[src/rtl/cfg_info_responder.sv]
`default_nettype none
// ============================================================================
// Module   : cfg_info_responder
// Brief    : Read-mostly responder exposing the core's static configuration
//            (features, halt/exception addresses, region tables) over a
//            valid/ready bus, plus a query FSM that classifies a programmed
//            address against every region rule, one rule per cycle.
// Revision : 1.0 - initial release
// ============================================================================
module cfg_info_responder #(
    parameter logic [63:0]       FeatureWord      = 64'h0,
    parameter logic [63:0]       HaltAddress      = 64'h800,
    parameter logic [63:0]       ExceptionAddress = 64'h808,
    parameter int                NrExecRules      = 3,
    parameter int                NrNonIdemRules   = 2,
    parameter int                NrCachedRules    = 1,
    parameter logic [15:0][63:0] ExecBase         = '0,
    parameter logic [15:0][63:0] ExecLen          = '0,
    parameter logic [15:0][63:0] NonIdemBase      = '0,
    parameter logic [15:0][63:0] NonIdemLen       = '0,
    parameter logic [15:0][63:0] CachedBase       = '0,
    parameter logic [15:0][63:0] CachedLen        = '0
) (
    input  logic        clk_i,
    input  logic        rst_i,
    input  logic        req_valid_i,
    output logic        req_ready_o,
    input  logic [11:0] req_addr_i,
    input  logic        req_we_i,
    input  logic [63:0] req_wdata_i,
    output logic        rsp_valid_o,
    input  logic        rsp_ready_i,
    output logic [63:0] rsp_rdata_o,
    output logic        rsp_err_o
);

    // Table populations in the widths used by the decode and scan compares
    localparam logic [4:0] c_NR_EXEC   = 5'(NrExecRules);
    localparam logic [4:0] c_NR_NONIDEM = 5'(NrNonIdemRules);
    localparam logic [4:0] c_NR_CACHED = 5'(NrCachedRules);
    localparam logic [5:0] c_EXEC_END  = 6'(NrExecRules);
    localparam logic [5:0] c_NI_END    = 6'(NrExecRules + NrNonIdemRules);
    localparam logic [5:0] c_N_TOTAL   = 6'(NrExecRules + NrNonIdemRules + NrCachedRules);
    localparam logic [5:0] c_LAST_RULE = c_N_TOTAL - 6'd1;
    localparam logic [63:0] c_COUNTS   = {40'h0, 8'(NrCachedRules), 8'(NrNonIdemRules), 8'(NrExecRules)};

    typedef enum logic [1:0] {
        S_IDLE = 2'd0,
        S_SCAN = 2'd1,
        S_RESP = 2'd2
    } state_t;

    state_t      r_state;
    logic        r_rsp_valid;
    logic [63:0] r_rsp_rdata;
    logic        r_rsp_err;
    logic [63:0] r_query_addr;
    logic [5:0]  r_idx;
    logic [2:0]  r_result;

    logic [63:0] w_rdata;
    logic        w_err;
    logic        w_is_query;
    logic [3:0]  w_sub;
    logic [63:0] w_rule_base;
    logic [63:0] w_rule_len;
    logic [2:0]  w_rule_cat;
    logic [64:0] w_rule_end;
    logic        w_match;
    logic [2:0]  w_next_result;

    // Ready only while idle and out of reset
    assign req_ready_o = (r_state == S_IDLE) && !rst_i;
    assign rsp_valid_o = r_rsp_valid;
    assign rsp_rdata_o = r_rsp_rdata;
    assign rsp_err_o   = r_rsp_err;

    // Register-map decode of the incoming request
    always_comb begin
        w_rdata    = '0;
        w_err      = 1'b0;
        w_is_query = 1'b0;
        if (req_addr_i[2:0] != 3'b000) begin
            w_err = 1'b1;
        end else if (req_we_i) begin
            w_err = (req_addr_i != 12'h080);
        end else begin
            case (req_addr_i[11:8])
                4'h0: begin
                    case (req_addr_i[7:0])
                        8'h00:   w_rdata = FeatureWord;
                        8'h08:   w_rdata = HaltAddress;
                        8'h10:   w_rdata = ExceptionAddress;
                        8'h18:   w_rdata = c_COUNTS;
                        8'h80:   w_rdata = r_query_addr;
                        8'h88:   w_is_query = 1'b1;
                        default: w_err = 1'b1;
                    endcase
                end
                4'h1: begin
                    if ({1'b0, req_addr_i[7:4]} < c_NR_EXEC)
                        w_rdata = req_addr_i[3] ? ExecLen[req_addr_i[7:4]] : ExecBase[req_addr_i[7:4]];
                end
                4'h2: begin
                    if ({1'b0, req_addr_i[7:4]} < c_NR_NONIDEM)
                        w_rdata = req_addr_i[3] ? NonIdemLen[req_addr_i[7:4]] : NonIdemBase[req_addr_i[7:4]];
                end
                4'h3: begin
                    if ({1'b0, req_addr_i[7:4]} < c_NR_CACHED)
                        w_rdata = req_addr_i[3] ? CachedLen[req_addr_i[7:4]] : CachedBase[req_addr_i[7:4]];
                end
                default: w_err = 1'b1;
            endcase
        end
    end

    // Select the rule under scan: exec first, then non-idempotent, then cached
    always_comb begin
        w_sub       = '0;
        w_rule_base = '0;
        w_rule_len  = '0;
        w_rule_cat  = 3'b000;
        if (r_idx < c_EXEC_END) begin
            w_sub       = 4'(r_idx);
            w_rule_base = ExecBase[w_sub];
            w_rule_len  = ExecLen[w_sub];
            w_rule_cat  = 3'b001;
        end else if (r_idx < c_NI_END) begin
            w_sub       = 4'(r_idx - c_EXEC_END);
            w_rule_base = NonIdemBase[w_sub];
            w_rule_len  = NonIdemLen[w_sub];
            w_rule_cat  = 3'b010;
        end else begin
            w_sub       = 4'(r_idx - c_NI_END);
            w_rule_base = CachedBase[w_sub];
            w_rule_len  = CachedLen[w_sub];
            w_rule_cat  = 3'b100;
        end
    end

    // End address kept at 65 bits so regions touching the top never wrap
    assign w_rule_end    = {1'b0, w_rule_base} + {1'b0, w_rule_len};
    assign w_match       = (r_query_addr >= w_rule_base) && ({1'b0, r_query_addr} < w_rule_end);
    assign w_next_result = r_result | (w_match ? w_rule_cat : 3'b000);

    // Transaction FSM: accept, optionally scan, then hold the response
    always_ff @(posedge clk_i) begin
        if (rst_i) begin
            r_state      <= S_IDLE;
            r_rsp_valid  <= 1'b0;
            r_rsp_rdata  <= '0;
            r_rsp_err    <= 1'b0;
            r_query_addr <= '0;
            r_idx        <= '0;
            r_result     <= '0;
        end else begin
            case (r_state)
                S_IDLE: begin
                    if (req_valid_i) begin
                        if (w_is_query && (c_N_TOTAL != 6'd0)) begin
                            r_state  <= S_SCAN;
                            r_idx    <= '0;
                            r_result <= '0;
                        end else begin
                            r_state     <= S_RESP;
                            r_rsp_valid <= 1'b1;
                            r_rsp_rdata <= w_rdata;
                            r_rsp_err   <= w_err;
                            if (req_we_i && !w_err)
                                r_query_addr <= req_wdata_i;
                        end
                    end
                end
                S_SCAN: begin
                    r_result <= w_next_result;
                    r_idx    <= r_idx + 6'd1;
                    if (r_idx == c_LAST_RULE) begin
                        r_state     <= S_RESP;
                        r_rsp_valid <= 1'b1;
                        r_rsp_rdata <= {61'h0, w_next_result};
                        r_rsp_err   <= 1'b0;
                    end
                end
                S_RESP: begin
                    if (rsp_ready_i) begin
                        r_state     <= S_IDLE;
                        r_rsp_valid <= 1'b0;
                        r_rsp_rdata <= '0;
                        r_rsp_err   <= 1'b0;
                    end
                end
                default: begin
                    r_state     <= S_IDLE;
                    r_rsp_valid <= 1'b0;
                end
            endcase
        end
    end

endmodule
`default_nettype wire

[config.mk]
export PLATFORM = sky130hd
export DESIGN_NAME = cfg_info_responder
export DESIGN_NICKNAME = d
export VERILOG_FILES = /design/src/rtl/cfg_info_responder.sv
export SDC_FILE = /design/constraint.sdc
export NUM_CORES = 1
export LEC_CHECK = 0
export CAP_MARGIN = 20
export CORE_MARGIN = 2
export CORE_UTILIZATION = 30
export DETAILED_ROUTE_END_ITERATION = 6
export DONT_BUFFER_PORTS = 1
export SYNTH_ARGS = -nofsm -noshare
export SYNTH_HDL_FRONTEND = slang
export SYNTH_SLANG_ARGS = --single-unit
[constraint.sdc]
create_clock -name clk_i -period 1.8 [get_ports clk_i]
set_input_delay 0.18 -clock clk_i [delete_from_list [all_inputs] [get_ports clk_i]]
set_output_delay 0.18 -clock clk_i [all_outputs]
set_load 0.03 [all_outputs]
; ---- Yosys cells after proc, flatten, opt, wreduce, memory -nomap -nowiden
; Memories as Yosys holds them, arrays and structs flattened. A register that Yosys moved wholly into a read port is not among the register bits.
; Index checks and enable logic that the tools add are counted.
[totals]
mem_bits_ro = 4096
word_cells = 114
n_memories = 4
register_bits = 141
in_bits = 81
[op_classes]
n_mux = 51
addsub = 4
eq_ne = 17
n_lt_le_gt_ge = 11
n_reduce_logical = 18
bitwise = 2
[mem_list]
columns = name, words, word_bits, rd, rd_ports_with_merged_regs, wr, line_no
row1 = (name not given), 16, 64, 1, 0, 0, 136  ; w_rule_len = CachedLen[w_sub];
row2 = (name not given), 16, 64, 1, 0, 0, 131  ; w_rule_len = NonIdemLen[w_sub];
row3 = (name not given), 16, 64, 1, 1, 0, 126  ; w_rule_len = ExecLen[w_sub];
row4 = (name not given), 16, 64, 1, 0, 0, 110  ; w_rdata = req_addr_i[3] ? CachedLen[req_addr_i[7:4]] : CachedBase[req_addr_i[7:4]];
[op_table]
columns = operator, n
row1 = 2-to-1 mux 64 bit, 15
row2 = case mux 64 bit (4 select lines), 2
row3 = case mux 64 bit (3 select lines), 1
row4 = adder 64 x 64 -> 65 bit, 1
row5 = less-than comparator 64 x 65 -> 1 bit, 1
row6 = >= comparator 64 bit, 1
row7 = "less-than comparator 4 x 5 -> 1 bit, second input constant", 4
row8 = "equality test 8 x 5 -> 1 bit, second input constant", 2
row9 = "equality test 8 bit, second input constant", 2
row10 = 2-to-1 mux 3 bit, 5
row11 = 2-to-1 mux 1 bit, 14
row12 = 2-to-1 mux 6 bit, 2
row13 = "inequality test 12 x 8 -> 1 bit, second input constant", 1
row14 = case mux 6 bit (2 select lines), 1
row15 = "inequality test 2 bit, second input constant", 5
row16 = "equality test 4 x 2 -> 1 bit, second input constant", 2
row17 = "equality test 8 x 4 -> 1 bit, second input constant", 1
row18 = zero test 8 bit, 1
row19 = "less-than comparator 4 x 2 -> 1 bit, second input constant", 2
row20 = 2-to-1 mux 2 bit, 4
row21 = 2-to-1 mux 4 bit, 2
row22 = AND reduction 4 bit, 2
row23 = "adder 6 x 1 -> 6 bit, second input constant", 1
row24 = "equality test 6 x 3 -> 1 bit, second input constant", 1
row25 = 24 further kinds, 30

; ---- Longest topological paths before layout
; Gate-level depths: netlist of the first run.
[logic_depth]
depth_word = 12
mapped_depth = 9
mapped_depth_nobuf = 6

; ---- Least setup slack after synthesis of the first run
; No wires, ideal clock.
[synth_timing]
path_type = flip-flop to flip-flop
start = reg r_state[0]
end = reg r_rsp_rdata[3], in the netlist rsp_rdata_o[3]
path_stages_with_launch = 8
t_required_ns = 1.677
slack_ns = -0.120
arrival_time_ns = 1.796
setup_ns = 0.123
path_buffers = 1
path_cell_list = dfxtp_1 > inv_1 > ha_1 > and4b_1 > a41oi_2 > and3_1 > buf_2 > mux2_1
[synth_between]
elab_chain_cells = 3
elab_cells_between_ends = 10
[synth_lines]
columns = element, line_no
row1 = start: declaration, 53  ; state_t r_state;
row2 = start signal: assignment, 149  ; r_state <= S_IDLE;
row3 = start signal: assignment, 161  ; r_state <= S_SCAN;
row4 = start signal: assignment, 165  ; r_state <= S_RESP;
row5 = equality test 2 x 1 -> 1 bit (tied with other cells), 157  ; case (r_state)
row6 = inequality test 2 bit (no line) / nonzero test 3 bit (equally long branches), n/a
row7 = AND reduction 5 bit (no line), n/a
row8 = end signal: assignment, 167  ; r_rsp_rdata <= w_rdata;
row9 = end signal: assignment, 180  ; r_rsp_rdata <= {61'h0, w_next_result};
row10 = end: declaration, 55  ; logic [63:0] r_rsp_rdata;
; Several ways; a longest one is shown, not always the timed one.
; A chain may end at the register's enable or synchronous reset.

; ---- Final worst setup path of the first run
; Ends and elaborated chain as after synthesis.

==> results of run 1 <==
## cells in the mapped netlist (3+ instances only)
| master | number |
|---|---|
| nand2_1 | 3 |
| o21ai_0 | 67 |
| nand4_1 | 5 |
| a21oi_1 | 72 |
| a31o_1 | 44 |
| nand3b_1 | 6 |
| nand3_1 | 69 |
| clkbuf_1 | 58 |
| mux2i_1 | 10 |
| nor2_1 | 4 |
| a311oi_1 | 59 |
| and4_1 | 3 |
| nor3b_1 | 4 |
| nand2b_1 | 9 |
| nor3_1 | 3 |
| ha_1 | 6 |
| o211ai_1 | 4 |
| buf_2 | 18 |
| inv_1 | 63 |
| or3b_2 | 4 |
| a31o_2 | 14 |
| nor2b_1 | 3 |
| dfxtp_1 | 138 |
## cell families (layout without fill, tap and decap cells)
family	count (synthesis)	count (layout)	synth area share
buffers and inverters	141	215	0.0918
multiplexers	11	11	0.0182
AO/OA/AOI/OAI	272	272	0.302
AND/OR/NAND/NOR	125	125	0.125
flip-flops	138	138	0.451
adder cells (fa/ha/maj)	6	6	0.0122
## critical path: cells and delay by family (launching register included)
kind            cells  cell delay, ns
buf+inv             1            0.05
flops               1            0.34
fa+ha+maj           1            0.15
compound gates      1            0.18
simple gates        2            0.59
mux                 1            0.34
## cell type report
class | count | share of cell area
multi-input cells | 414 | 0.353
flip-flops and latches | 138 | 0.332
repair buffers | 120 | 0.172
clock buffers | 18 | 0.0528
well taps | 270 | 0.0406
inverters | 63 | 0.0284
clock inverters | 14 | 0.0206
## power by group
part	leakage [nW]	switching, W	internal (W)
registers	1.11	0.0000207	0.00306
clock network	0.281	0.00141	0.00222
logic	1.29	0.000428	0.000323
total	2.68	0.00185	0.00561
## per-stage QoR
stage               utilization  cells  setup TNS, ns  hold slack [ns]
global placement          0.330    921              0            0.262
floorplan                     -    693              0            0.332
CTS                       0.395   1021              0         0.000949
detailed placement        0.330    921        -0.0290            0.265
global route              0.412   1037         -0.238           0.0110
finish                    0.412   1037              0           0.0218
## placed cells by master (no fill, tap or decap), types with 5 or more instances in the layout
| cell | synthesis | routed |
|---|---|---|
| a21oi_1 | 72 | 72 |
| a311oi_1 | 59 | 50 |
| a311oi_2 | 0 | 9 |
| a31o_1 | 44 | 44 |
| a31o_2 | 14 | 14 |
| buf_12 | 0 | 15 |
| buf_4 | 1 | 26 |
| clkbuf_16 | 0 | 23 |
| clkinvlp_4 | 0 | 6 |
| dfxtp_1 | 138 | 136 |
| dlygate4sd3_1 | 0 | 66 |
| inv_1 | 63 | 61 |
| mux2i_1 | 10 | 10 |
| nand2b_1 | 9 | 9 |
| nand3_1 | 69 | 69 |
| nand3b_1 | 6 | 6 |
| nand4_1 | 5 | 5 |
| o21ai_0 | 67 | 67 |
## worst max path at each step
stage	cells past startpoint	start	end	slack, ns
CTS	7	r_state[1]	r_idx[3]	0.01
global placement	7	r_state[1]	r_idx[2]	0.05
detailed placement	7	r_state[0]	rsp_rdata_o[0]	-0.01
global route	7	r_state[0]	rsp_rdata_o[0]	-0.05
finish	6	r_state[0]	rsp_rdata_o[3]	0.02
floorplan	7	r_state[1]	rsp_rdata_o[3]	0.002
## registers in the layout, indices dropped and copies added, names as in the netlist
| name | count |
|---|---|
| rsp_rdata_o | 64 |
| rsp_err_o | 1 |
| rsp_valid_o | 1 |
| r_idx | 6 |
| r_state | 2 |
| r_query_addr | 64 |
## routing by layer
layer,GRT usage,share of wire,vias up
li1,-,-,2700
met1,0.240,0.44,2799
met2,0.311,0.47,201
met3,0.0578,0.073,17
met5,0,0.00059,-
met4,0.0423,0.0098,2
## what timing repair did
action | CTS | global route
hold buffers | 66 | 1
resized for setup | 4 | 26
setup endpoints to repair | 7 | 71
buffers inserted | 2 | 6
pin swaps | 1 | 5
endpoints found under the hold margin | 84 | 1
cloned | 0 | 9
==> results.toml, run 1 <==
[clock_network]
cts_tree = "done"
clock-sinks = 138
cts_made_buffers = 17
clk_latency_ns = 0.43
h-tree-depth = 4
clockBufferDepth = 2
clockRootBuffer = "clkbuf_16"
clk_pin_slew_worst_paths_ns = 0.06

[global_route]
grt_overflow = 0
antenna_found_initial = 1
grt_pass1_vias = 5755
grt_max_degree = 90
grt_pass1_wl_um = 32000
grt.total_usage = 0.187

[setup_path]
r2r_end = "rsp_rdata_o[3]"
slowest_delay_ns = 0.36
crit_chain = "inv_2 -> ha_4 -> and4b_2 -> a41oi_4 -> and3_4 -> mux2_1"
critPathLaunchType = "flip-flop"
r2r-start = "r_state[0]"
cp-end-kind = "flip-flop"
cp_max_fo = 6
path_class = "reg2reg"
critPathArrivalTime_ns = 2.08
worstPathRequired_ns = 2.11
r2r_cells = 6
slowest_stage = "and3_4"
rrSetupSlack_ns = 0.02

[placement]
gp_congestion = 0.753
dp_hpwl_um = 11000
placed_area_um2 = 6650
portBuffers = 0
place_ws_ns = -0.0109

[detailed_routing]
via_per_inst = 5.51
drt-total-wl_um = 22000
drc = 0
drt-wirelength-per-cell_um = 21.2
firstDrtPassIters = 5
drt_iter0_markers = 359
via_count = 5719
postRouteAntennaNets = 0

[floorplanning]
rows = 52
die_w_um = 147
dieArea_um2 = 21600
coreArea_um2 = 20200
initial_utilization = 0.304
pin_count = 148
die_h_um = 147

[sta]
rsz0062_at_grt = "true"
setup_viol = 0
setup_slack_ns = 0.0234
finalCritPeriodShare = 0.987
slew_headroom = 0.403
worst_pin_slew_ns = 0.893
drv_slew = 0
max_freq_mhz = 563
min_period_ns = 1.78
skew_ns = 0.0109
hold_viol_final = 0

[layout]
seq_area_um2 = 2770
drive_above_1_share = 0.172
fillers = 2041
syn_to_final_growth_pct = 35.6
layout.nets = 841
multi_input_area_um2 = 2940
diodes = 0
final_cell_area_um2 = 8320

[worst_hold_path]
min_path_type = "in2reg"
hold_end = "r_query_addr[16]"
holdPathStages = 2
hold_path_startpoint = "req_wdata_i[16]"

[yosys]
synth_top_area_frac = 0.451
ys_seq_area_frac = 0.451
synth_top_area_cell = "dfxtp_1"
syn_nets = 780
synth.avg_cell_area_um2 = 8.85
synth_area_um2 = 6130
synth_edf_count = 0
synth_cell_types = 44
async_flop_share = 0
postSynthCellCount = 693
ys_ff_latch = 138
ys.flop_type = "dfxtp_1"
ys_top_cells_by_area = "dfxtp_1 (45%), a311oi_1 (8.4%), a31o_1 (6.3%), a21oi_1 (5.9%), nand3_1 (5.6%)"
yosys_warnings = 0

[power]
p_per_area_nw_per_um2 = 897
p_leak_nw = 2.68
peakVddDrop_uv = 592
fin_total_pwr_w = 0.00746

[status]
outcome = "finished clean"

[run]
cap_violations = 0
Note: power is estimated with default switching activity, not from simulation.
==> inputs of run 2 (changes only) <==
clock period = 1.6 ns   (was 1.8 ns; I/O delays follow)
==> results.toml, run 2 (synthesis gave the netlist of run 1 again) <==
[status]
outcome = "complete, but fails checks"
violations = "hold timing, setup timing"

[floorplanning]
coreArea_um2 = 20200
dieArea_um2 = 21600
die_h_um = 147
rows = 52
initial_utilization = 0.304
pin_count = 148
die_w_um = 147

[clock_network]
clockBufferDepth = 2
clock-sinks = 138
cts_made_buffers = 17
cts_hold_buffers = 6
h-tree-depth = 4
cts_tree = "done"
clockRootBuffer = "clkbuf_16"
clk_pin_slew_worst_paths_ns = 0.06
clk_latency_ns = 0.41

[sta]
setup_slack_ns = -0.194
finalCritPeriodShare = 1.12
fin_tns_setup_ns = -9.89
rsz0062_at_grt = "true"
slew_headroom = 0.685
skew_ns = 0.00948
min_period_ns = 1.79
whs_ns = -0.175
worst_pin_slew_ns = 0.467
drv_slew = 0
hold_viol_final = 70
setup_viol = 67
max_freq_mhz = 557

[layout]
final_cell_area_um2 = 8620
drive_above_1_share = 0.317
layout_common_cells = "dfxtp_1 (136), o21ai_0 (65), a21oi_1 (62)"
syn_to_final_growth_pct = 40.6
diodes = 0
layout.nets = 810
layout_commonest_cell = "dfxtp_1"

[detailed_routing]
firstDrtPassIters = 5
via_count = 5570
drt_iter0_markers = 306
drc = 0
postRouteAntennaNets = 0
via_per_inst = 5.54
drt-total-wl_um = 21000
drt-wirelength-per-cell_um = 20.9

[placement]
dp_hpwl_um = 11600
gp_congestion = 0.812
placed_area_um2 = 6860
portBuffers = 0

[run]
cap_violations = 0

[setup_path]
path_class = "reg2reg"
r2r_cells = 8
cp_max_fo = 20
r2r_end = "rsp_rdata_o[54]"
rrSetupSlack_ns = -0.19
worstPathRequired_ns = 1.91
critPathArrivalTime_ns = 2.10
r2r-start = "r_state[0]"
critPathLaunchType = "flip-flop"
cp-end-kind = "flip-flop"

[power]
p_per_area_nw_per_um2 = 996
peakVddDrop_uv = 729
p_leak_nw = 2.70

[worst_hold_path]
hold_path_startpoint = "rst_i"
holdPathStages = 1
hold_end = "r_query_addr[43]"
min_path_type = "in2reg"

[global_route]
grt_overflow = 0
grt_max_degree = 146
grt.total_usage = 0.183
antenna_found_initial = 0
grt_pass1_wl_um = 31000
grt_pass1_vias = 5439
run 2: changes by cell type in the layout (fill, tap and decap cells not counted), moves of 3 or more:
cell           delta
dlygate4sd3_1    -60
a311oi_1         -38
a311oi_2         +38
nand3_1          -22
nand3_2          +22
buf_12           +12
a21oi_1          -10
a21oi_2          +10
buf_4             +8
buf_6             +6
buf_16            +3
run 2: metrics by stage:
step | total power [W] | utilization | hold slack (ns) | setup slack [ns] | std cells
2_1_floorplan | 0.00393 | - | 0.312 | -0.131 | 693
3_3_place_gp | 0.00413 | 0.340 | 0.244 | -0.168 | 942
3_5_place_dp | 0.00413 | 0.340 | 0.244 | -0.220 | 942
4_1_cts | 0.00846 | 0.400 | -0.205 | -0.152 | 991
5_1_grt | 0.00890 | 0.427 | -0.220 | -0.265 | 1006
6_report | 0.00858 | 0.427 | -0.175 | -0.194 | 1006
run 2: layer usage:
metal / vias to the layer above / GRT usage / wire (µm)
met5: - / 0 / 0
met4: 0 / 0.0471 / 178
met3: 8 / 0.0661 / 1780
met2: 173 / 0.287 / 9710
met1: 2751 / 0.239 / 9380
li1: 2638 / - / -
run 2: area by class of cell:
type,count,area [µm²]
multi-input cells,414,3350
inverters,63,239
well taps,270,338
clock buffers,18,439
repair buffers,89,1300
flip-flops and latches,138,2770
fillers,2000,11500
clock inverters,14,195
run 2: what timing repair did:
| item | 4_1_cts | 5_1_grt |
|---|---|---|
| pin swaps | 26 | 43 |
| endpoints found under the setup margin | 70 | 102 |
| setup buffers | 6 | 6 |
| cloned | 5 | 9 |
| resized for setup | 64 | 58 |
| hold endpoints to repair | 104 | 91 |
run 2: report_power, final:
group / internal [W] / switching [W]
combinational: 0.000418 / 0.000488
clock: 0.00266 / 0.00155
sequential: 0.00345 / 0.0000231
run 2: worst max path at each step:
stage,slack [ns],endpoint,startpoint,cells after the start
after global routing,-0.26,rsp_rdata_o[20],r_state[1],8
final,-0.19,rsp_rdata_o[54],r_state[0],8
after CTS,-0.15,rsp_rdata_o[19],r_state[0],8
after floorplan,-0.13,rsp_rdata_o[45],r_state[1],9
after detailed placement,-0.22,rsp_rdata_o[19],r_state[0],8
after global placement,-0.17,rsp_rdata_o[58],r_state[0],8
run 2: worst max-delay path, cell delays in order (launching register included):
cell	delay, ns
dfxtp_2	0.32
inv_2	0.08
ha_4	0.14
and4b_1	0.25
a41oi_4	0.15
and3_4	0.22
buf_12	0.13
buf_12	0.15
a31o_2	0.23
==> inputs of run 3 (changes only) <==
ABC_AREA = 1   (was unset)
CORE_ASPECT_RATIO = 0.9   (was unset)
CORE_UTILIZATION = 52   (was 30)
PLACE_DENSITY = 0.7   (was unset)
==> results.toml, run 3 <==
[yosys]
async_flop_share = 0
ys_ff_latch = 138
postSynthCellCount = 847
ys_top_cells_by_area = "dfxtp_1 (47%), nor2_1 (12%), nand2_1 (12%), o21ai_0 (7.6%), inv_1 (7.0%)"
syn_nets = 934
synth_cell_types = 29
yosys_warnings = 0
synth_area_um2 = 5870
yosys-top-cells-count = "nor2_1 (192), nand2_1 (180), dfxtp_1 (138), inv_1 (110), o21ai_0 (89)"
ys_seq_area_frac = 0.471
synth_top_area_cell = "dfxtp_1"
synth_edf_count = 0
synth_most_common_cell = "nor2_1"
ys.flop_type = "dfxtp_1"
synth.avg_cell_area_um2 = 6.93
synth_top_area_frac = 0.471

[global_route]
top_usage_layer = "met2"
grt_pass1_vias = 5480
global_route.usage.met1 = 0.321
antenna_found_initial = 0
grt_pass1_wl_um = 25600
grt.total_usage = 0.265
grt_max_degree = 71
met3_usage = 0.0870
grt_overflow = 0
grt_use_met2 = 0.439

[placement]
gp_congestion = 0.806
placed_area_um2 = 6240
dp_hpwl_um = 9300
place_ws_ns = -0.153
portBuffers = 0

[clock_network]
clock-sinks = 138
clockRootBuffer = "clkbuf_16"
clk_latency_ns = 0.42
cts_hold_buffers = 65
cts_tree = "done"
h-tree-depth = 4
clk_pin_slew_worst_paths_ns = 0.06
clockBufferDepth = 2
cts_made_buffers = 17

[sta]
rsz0062_at_grt = "true"
skew_ns = 0.00623
min_period_ns = 1.78
hold_viol_final = 28
setup_slack_ns = -0.179
drv_slew = 0
slew_headroom = 0.708
max_freq_mhz = 562
whs_ns = -0.190
setup_viol = 67
worst_pin_slew_ns = 0.437
fin_tns_setup_ns = -9.03
finalCritPeriodShare = 1.11

[run]
cap_violations = 0

[setup_path]
r2r-start = "r_state[0]"
crit_path_start = "r_state[0]"
worstPathRequired_ns = 1.95
critPathArrivalTime_ns = 2.13
critPathLaunchType = "flip-flop"
path_class = "reg2reg"
cp_max_fo = 36
cp-end-kind = "flip-flop"

[power]
p_leak_nw = 3.69
p_per_area_nw_per_um2 = 1960
peakVddDrop_uv = 1020
fin_total_pwr_w = 0.0154

[detailed_routing]
drc = 0
postRouteAntennaNets = 0
firstDrtPassIters = 5
drt_iter0_markers = 347
drt-total-wl_um = 16200
via_count = 5522
drt-wirelength-per-cell_um = 14.6
via_per_inst = 4.98

[floorplanning]
rows = 36
die_w_um = 116
pin_count = 148
dieArea_um2 = 12200
die_h_um = 105
initial_utilization = 0.538
coreArea_um2 = 10900

[layout]
multi_input_area_um2 = 2500
syn_to_final_growth_pct = 33.7
layout.nets = 1031
fillers = 863
layout_common_cells = "nor2_1 (190), nand2_1 (179), dfxtp_1 (136)"
diodes = 0
seq_area_um2 = 2770
drive_above_1_share = 0.144
layout_commonest_cell = "nor2_1"
final_cell_area_um2 = 7850

[worst_hold_path]
min_path_type = "in2reg"
hold_path_startpoint = "rst_i"

[status]
violations = "hold timing, setup timing"
outcome = "complete, but fails checks"
==> run 3: path summary, 6_finish.rpt <==
check / to / slack (ns) / cells after the start
hold / removal: rsp_rdata_o[59] / -0.19 / 1
hold reg to reg: rsp_rdata_o[33] / 0.50 / 2
setup reg to reg: rsp_rdata_o[44] / -0.18 / 9
setup / recovery: rsp_rdata_o[44] / -0.18 / 9
==> run 3: per-stage QoR <==
stage | util | std cells | hold slack, ns
CTS | 0.706 | 1104 | -0.203
detailed placement | 0.572 | 1001 | 0.238
finish | 0.720 | 1109 | -0.190
global route | 0.720 | 1109 | -0.210
global placement | 0.572 | 1001 | 0.235
floorplan | - | 847 | 0.295
==> run 3: layout make-up <==
| type | instances | share of cell area |
|---|---|---|
| Multi-Input combinational cell | 548 | 0.319 |
| Clock buffer | 20 | 0.0582 |
| Clock inverter | 12 | 0.0247 |
| Inverter | 114 | 0.0552 |
| Tap cell | 152 | 0.0242 |
| Sequential cell | 138 | 0.352 |
| Timing Repair Buffer | 125 | 0.166 |
==> run 3: repair_timing <==
item                                    in CTS  in global routing
endpoints found under the setup margin     100                125
pin swaps                                    3                  5
resized for setup                           76                 29
gates cloned                                 2                  3
buffers inserted                             4                  3
hold endpoints to repair                    92                 28
==> run 3: logic make-up (layout without fill, tap and decap cells) <==
kind of cell | after synthesis | count (layout) | synth area share
simple gates | 390 | 390 | 0.256
buf+inv | 161 | 271 | 0.119
compound gates | 148 | 148 | 0.135
flops | 138 | 138 | 0.471
fa+ha+maj | 6 | 6 | 0.0128
xor+xnor | 4 | 4 | 0.00597
==> run 3: power breakdown <==
part | internal, W | switching [W]
Combinational | 0.00218 | 0.00251
Sequential | 0.00428 | 0.00208
Clock | 0.00284 | 0.00147
Total | 0.00930 | 0.00606
==> run 3: routing by layer <==
layer / vias to the layer above / routed length, µm
met4: 0 / 346
met1: 2511 / 6850
met5: - / 0
met3: 35 / 1160
met2: 190 / 7830
li1: 2786 / -
==> run 3: critical path: stages (launching register included) <==
cell and delay (ns):
dfxtp_2 0.32, buf_4 0.13, ha_1 0.23, a21oi_2 0.18, nand2_2 0.10, nor2_4 0.12, buf_12 0.19, inv_6 0.14
buf_12 0.18, a21oi_2 0.11
